--- config.mk ---
export PLATFORM = sky130hd
export DESIGN_NAME = instr_fetch_unit
export DESIGN_NICKNAME = d
export VERILOG_FILES = /design/src/rtl/instr_fetch_unit.sv
export SDC_FILE = /design/constraint.sdc
export NUM_CORES = 1
export LEC_CHECK = 0
export ABC_AREA = 0
export CORE_MARGIN = 3
export CORE_UTILIZATION = 46
export CTS_CLUSTER_SIZE = 40
export DETAILED_ROUTE_END_ITERATION = 10
export PLACE_DENSITY = 0.85
export SLEW_MARGIN = 20
export SYNTH_ARGS = -nofsm -noshare
export SYNTH_HDL_FRONTEND = slang
export SYNTH_SLANG_ARGS = --single-unit
--- constraint.sdc ---
create_clock -name clock -period 3.6 [get_ports clock]
set_input_delay 0.72 -clock clock [delete_from_list [all_inputs] [get_ports clock]]
set_output_delay 0.72 -clock clock [all_outputs]
set_load 0.03 [all_outputs]
--- src/rtl/instr_fetch_unit.sv ---
// Instruction fetch stage: PC, req/ack instruction memory read, IR valid/ready hand-off,
// jump redirect and HALT stop. Optional FETCH_PERF_CNT_EN adds a saturating fetch_count.
module instr_fetch_unit #(
    parameter int                ADDR_W   = 16,
    parameter int                INSTR_W  = 32,
    parameter logic [ADDR_W-1:0] RESET_PC = {ADDR_W{1'b0}},
    parameter logic [4:0]        HALT_OP  = 5'd31
) (
    input  logic               clock,
    input  logic               system_reset,
    output logic               imem_req,
    output logic [ADDR_W-1:0]  imem_addr,
    input  logic               imem_ack,
    input  logic [INSTR_W-1:0] imem_rdata,
    output logic [INSTR_W-1:0] ir,
    output logic               ir_valid,
    input  logic               ir_ready,
    output logic [ADDR_W-1:0]  pc_of_ir,
    input  logic               jump_valid,
    input  logic [ADDR_W-1:0]  jump_addr,
    input  logic               restart,
    output logic               halted
`ifdef FETCH_PERF_CNT_EN
    ,
    output logic [31:0]        fetch_count
`endif
);

    typedef enum logic [1:0] {IDLE, REQ, HOLD, HALT} state_t;

    state_t               state_r, state_s;
    logic [ADDR_W-1:0]    pc_r, pc_s;
    logic [INSTR_W-1:0]   ir_r, ir_s;
    logic [ADDR_W-1:0]    pc_of_ir_r, pc_of_ir_s;
    logic                 ir_valid_r, ir_valid_s;
    logic                 halted_r, halted_s;
    logic                 req_r, req_s;
    logic                 handshake_s;

    assign handshake_s = ir_valid_r & ir_ready;

    // Next-state and datapath update; a jump overrides every state and always
    // passes through IDLE so the memory request is dropped for at least one cycle.
    always_comb begin
        state_s    = state_r;
        pc_s       = pc_r;
        ir_s       = ir_r;
        pc_of_ir_s = pc_of_ir_r;
        ir_valid_s = ir_valid_r;
        halted_s   = halted_r;
        case (state_r)
            IDLE: begin
                state_s = REQ;
            end
            REQ: begin
                if (imem_ack) begin
                    ir_s       = imem_rdata;
                    pc_of_ir_s = pc_r;
                    pc_s       = pc_r + {{(ADDR_W-1){1'b0}}, 1'b1};
                    ir_valid_s = 1'b1;
                    state_s    = HOLD;
                end else begin
                    state_s = REQ;
                end
            end
            HOLD: begin
                if (handshake_s) begin
                    ir_valid_s = 1'b0;
                    if (ir_r[INSTR_W-1 -: 5] == HALT_OP) begin
                        halted_s = 1'b1;
                        state_s  = HALT;
                    end else begin
                        state_s = REQ;
                    end
                end else begin
                    state_s = HOLD;
                end
            end
            HALT: begin
                if (restart) begin
                    halted_s = 1'b0;
                    state_s  = REQ;
                end else begin
                    state_s = HALT;
                end
            end
            default: begin
                state_s = IDLE;
            end
        endcase
        // A word acked in the jump cycle is discarded, so ir/pc_of_ir keep their value.
        if (jump_valid) begin
            pc_s       = jump_addr;
            ir_s       = ir_r;
            pc_of_ir_s = pc_of_ir_r;
            ir_valid_s = 1'b0;
            halted_s   = 1'b0;
            state_s    = IDLE;
        end else begin
            state_s = state_s;
        end
        req_s = (state_s == REQ);
    end

    // State and output registers.
    always_ff @(posedge clock or negedge system_reset) begin
        if (!system_reset) begin
            state_r    <= IDLE;
            pc_r       <= RESET_PC;
            ir_r       <= {INSTR_W{1'b0}};
            pc_of_ir_r <= {ADDR_W{1'b0}};
            ir_valid_r <= 1'b0;
            halted_r   <= 1'b0;
            req_r      <= 1'b0;
        end else begin
            state_r    <= state_s;
            pc_r       <= pc_s;
            ir_r       <= ir_s;
            pc_of_ir_r <= pc_of_ir_s;
            ir_valid_r <= ir_valid_s;
            halted_r   <= halted_s;
            req_r      <= req_s;
        end
    end

    assign imem_req  = req_r;
    assign imem_addr = pc_r;
    assign ir        = ir_r;
    assign ir_valid  = ir_valid_r;
    assign pc_of_ir  = pc_of_ir_r;
    assign halted    = halted_r;

`ifdef FETCH_PERF_CNT_EN
    logic [31:0] fetch_count_r;

    // Accepted-instruction counter, saturating at all-ones.
    always_ff @(posedge clock or negedge system_reset) begin
        if (!system_reset) begin
            fetch_count_r <= 32'd0;
        end else if (handshake_s && (fetch_count_r != 32'hFFFF_FFFF)) begin
            fetch_count_r <= fetch_count_r + 32'd1;
        end else begin
            fetch_count_r <= fetch_count_r;
        end
    end

    assign fetch_count = fetch_count_r;
`endif

endmodule
After elaboration in Yosys (flattened, before gate mapping)
Cells that the tools add are included.
{"block": "totals", "latchBits": 0, "mem_count": 0, "output_inout_bits": 67, "ram_bits": 0, "elab_cells": 46, "rom_bits": 0, "reg_bits": 69}
{"block": "classes", "reduce_logical": 9, "n_lt_le_gt_ge": 0, "shifts": 0, "div_mod_pow": 0, "mux": 18, "bitwise": 2, "add_sub_neg": 1, "n_eq_ne": 9, "mul": 0}
{"cell": "16-bit 2-to-1 mux", "n": 3}
{"cell": "16-bit by 1-bit adder with 16-bit output (second input constant)", "n": 1}
{"cell": "3-bit != test (second input constant)", "n": 4}
{"cell": "2-bit 2-to-1 mux", "n": 5}
{"cell": "2-bit one-hot mux with 4 select lines", "n": 1}
{"cell": "1-bit 2-to-1 mux", "n": 7}
{"cell": "3-bit AND reduction", "n": 2}
{"cell": "3-bit nonzero test", "n": 2}
{"cell": "5-bit == test (second input constant)", "n": 1}
{"cell": "2-bit by 1-bit == test with 1-bit output (second input constant)", "n": 2}
{"cell": "2-bit == test (second input constant)", "n": 2}
{"cell": "1-bit one-hot mux with 2 select lines", "n": 2}
{"cell": "4-bit AND reduction", "n": 1}
{"cell": "2-bit nonzero test", "n": 2}
{"cell": "2-bit zero test", "n": 1}
{"cell": "2-bit AND reduction", "n": 1}
{"cell": "1-bit bitwise AND", "n": 1}
{"cell": "1-bit inverter", "n": 1}

Longest topological paths before layout
{"block": "logic_depth", "word_depth": 6, "depth_mapped": 6, "mapped_depth_nobuf": 5}

Worst setup path after synthesis
Ideal clock, no wire load.
{"block": "synth_timing", "path_kind": "in2reg", "startpoint": "input port imem_ack", "endpoint": "register ir_r[15], in the netlist ir[15]", "setup_slack_ns": 1.682, "cell_stages": 5, "t_required_ns": 3.475, "setup_time_ns": 0.125, "arrival_time_ns": 1.793, "cell_sequence": "nor2b_1 > and3_1 > buf_2 > buf_4 > mux2_2"}
{"block": "synth_between", "elab_chain_cells": 1}
{"element": "start, declared", "line_no": "13", "text": "input logic imem_ack,"}
{"element": "3-bit AND reduction (no source line)"}
{"element": "end signal, assigned", "line_no": "110", "text": "ir_r <= {INSTR_W{1'b0}};"}
{"element": "end signal, assigned", "line_no": "118", "text": "ir_r <= ir_s;"}
{"element": "end, declared", "line_no": "33", "text": "logic [INSTR_W-1:0] ir_r, ir_s;"}
Every way passes these cells.
A chain may end at the register's enable or synchronous reset.

Final worst setup path
{"block": "layout_timing", "startpoint": "input port imem_ack", "endpoint": "register pc_of_ir_r[0], in the netlist pc_of_ir[0]"}
{"block": "layout_between", "elab_chain_cells": 1}
{"element": "3-bit AND reduction (no source line)"}
{"element": "end signal, assigned", "line_no": "111", "text": "pc_of_ir_r <= {ADDR_W{1'b0}};"}
{"element": "end signal, assigned", "line_no": "119", "text": "pc_of_ir_r <= pc_of_ir_s;"}
{"element": "end, declared", "line_no": "34", "text": "logic [ADDR_W-1:0] pc_of_ir_r, pc_of_ir_s;"}
Every way passes these cells.

==> run_results.csv <==
group,metric,value,unit
run_status,status,"complete, no violations",
sta,setup_viol,0,
sta,max_slew.worst_pin.slew,0.838,ns
clocking,htree_levels,3,
synth,synth_xor_area_share,3.26,%
synth,synthTopCellsByCount,"dfrtp_1, mux2_2, nand2_1",
critical_path,slowest_stage,"and3_2",
clocking,cts_post_setup_buffers_inserted,0,
clocking,post_cts_resized,0,
sta,fin_crit_sh,66.1,%
final_layout,area_growth,49.6,%
synth,synth_fa_ha_area_share,0.424,%
critical_path,criticalPathCategory,"input port to flip-flop",
synth,synth_top_family_by_area,"multiplexers",
sta,slew_violations,0,
synth,yosysTopAreaCell,"dfrtp_1",
floorplan,start_util,48.7,%
synth,syn-cell-area,2950,um2
sta,rsz0062_at_grt,"no",
synth,syn_inst,228,
synth,synthSimpleGateAreaFrac,11.1,%
sta,finalHoldViolCount,0,
sta,fmax,0.420,GHz
floorplan,rows,28,
placed_design,port_buffers,120,
route,wl,6740,um
sta,fin_hold_ws,0.494,ns
synth,syn_area_per_cell,12.9,um2
route,drc,0,
global_routing,overflow,0,
sta,slew_headroom,44.1,%
clocking,cts_buffers,9,
clocking,cts_tree,"yes",
final_layout,final_util,72.9,%
clocking,clockBufferDepth,2,
final_layout,final_nets,406,
route,drtAntennaViolNets,0,
synth,syn_nets,283,
synth,synth_top_area_share,58.5,%
floorplan,core_area,6060,um2
final_layout,diodes,0,
sta,fin_skew,0.0104,ns
placed_design,place_ws,0.850,ns
synth,ys_seq_area_share,58.5,%
synth,synth.most_common_cell,"dfrtp_1",
global_routing,grt_max_degree,70,
synth,ys_ff_latch,69,
clocking,cts_hold_buf,0,
critical_path,cp-end-kind,"flip-flop",
hold_path,hp-class,"input port to asynchronous set/reset pin",
power,power_density,623,nW/um2
run,maxCapViolations,0,
global_routing,antenna_found_initial,0,
clocking,root_buffer,"clkbuf_8",
final_layout,fill_cells,442,
route,initialDrtViolationCount,135,
route,drt_pass1_iterations,4,
sta,setup_ws,1.22,ns
global_routing,grt_pass1_vias,2258,
route,wl_per_cell,15.6,um
power,vdd_drop_max,0.000454,V
floorplan,dieArea,7410,um2
critical_path,cp_cell_sequence,"clkdlybuf4s50_1 > nor2b_1 > and3_2 > buf_12 > mux2_2",
synth,ys_types,40,
sta,min_period,2.38,ns
clocking,clk_pin_slew_worst_paths,0.07,ns
global_routing,grt_usage,19.5,%
critical_path,cp_num_buf_inv,2,
critical_path,crit_family,"buffers and inverters",
placed_design,place.gp.congestion,0.841,
synth,ys.warnings.count,0,
clocking,clk_latency,0.33,ns
critical_path,required,3.81,ns
synth,async_flop_share,100,%
clocking,cts.sinks,69,
route,dr_total_vias,2217,
power,power.leakage,1.80,nW
floorplan,io_pins,121,
sta,setup_tns,0,ns
synth,synth_compound_area_share,5.64,%
placed_design,hpwlAfterDp,4840,um
final_layout,multi_input_area,1150,um2
final_layout,drive_gt1_share,19.4,%
synth,synth_top_flop_cell,"dfrtp_1",
critical_path,critPathArrivalTime,2.59,ns
synth,netlist_top_cells_area,"dfrtp_1, mux2_2, o21ai_0",
critical_path,worst_setup_path_start_kind,"input port",
synth,synth.area.mux_share,18.7,%
route,viasPerCell,5.14,
final_layout,regArea,1730,um2
global_routing,grt_pass1_wl,11400,um
floorplan,die_h,86.1,um
critical_path,slowest_delay,0.52,ns
synth,synth-edff-count,0,
critical_path,crit_fanout,31,
floorplan,die_w,86.1,um
[through the flow]
stage / power (mW) / cells / area, um2
after floorplan: 1.65 / 228 / 2950
after global placement: 2.12 / 415 / 4210
after detailed placement: 2.15 / 415 / 4210
after CTS: 2.78 / 431 / 4420
after global routing: 2.89 / 431 / 4420
final: 2.75 / 431 / 4420
[flip-flops by register name, indices dropped and copies added, names as in the netlist]
name	count
state_r	2
imem_addr	16
imem_req	1
ir_valid	1
halted	1
ir	32
pc_of_ir	16
[cell usage in the layout, fill, tap and decap left out, types with 3 or more instances in the layout]
cell	synthesis	final
xor2_1	4	4
and3_1	4	3
a31oi_1	3	3
inv_1	3	3
nand2b_1	4	4
dfrtp_1	69	69
nand4_1	5	5
o21ai_0	15	15
xnor2_1	7	7
a21oi_1	3	3
mux2_2	48	48
clkdlybuf4s50_1	0	119
clkbuf_8	0	11
nand3_1	3	3
nand2_1	18	18
nor2_1	5	5
[per-layer routing]
metal  routed length, um  vias up  global-route usage, %
li1                    -     1070                      -
met1                2870     1050                   26.2
met2                3200       91                   30.3
met3                 599        6                   6.72
met4                  61        0                   5.18
met5                   0        -                      0
[logic make-up (layout without fill, tap and decap cells)]
logic type      after synthesis  in the layout
flops                        69             69
simple gates                 57             57
mux                          49             49
compound gates               28             28
buf+inv                      13            141
xor+xnor                     11             11
fa+ha+maj                     1              1
[worst register-to-register path, stage by stage, from the launching register on]
cell     delay [ns]
dfrtp_1        0.46
nor2b_1        0.23
and3_2         0.52
buf_12         0.28
mux2_2         0.36
[final timing paths]
kind	startpoint	to	slack, ns	depth (start not counted)
max	imem_ack	pc_of_ir[0]$_DFFE_PN0P_	1.22	5
min	system_reset	ir[25]$_DFFE_PN0P_	0.49	1
max reg2reg	state_r[1]$_DFF_PN0_	pc_of_ir[0]$_DFFE_PN0P_	1.64	4
min reg2reg	pc_of_ir[11]$_DFFE_PN0P_	pc_of_ir[11]$_DFFE_PN0P_	0.51	1
max in group asynchronous	system_reset	pc_of_ir[8]$_DFFE_PN0P_	2.56	1
min in group clock	pc_of_ir[11]$_DFFE_PN0P_	pc_of_ir[11]$_DFFE_PN0P_	0.51	1
[layout make-up]
class                           count  area share, %
Inverter                            3          0.255
Sequential cell                    69           39.1
Timing Repair Buffer              122           27.8
Clock inverter                      3          0.992
Tap cell                           75           2.13
Multi-Input combinational cell    146           26.2
Clock buffer                       13           3.60
[power by group]
part / leakage, nW / internal, mW / switching [mW] / total (mW)
combinational: 0.863 / 0.497 / 0.546 / 1.04
clock: 0.104 / 0.359 / 0.274 / 0.633
sequential: 0.830 / 0.957 / 0.118 / 1.07
No activity file was read; power rests on OpenSTA's default activity.
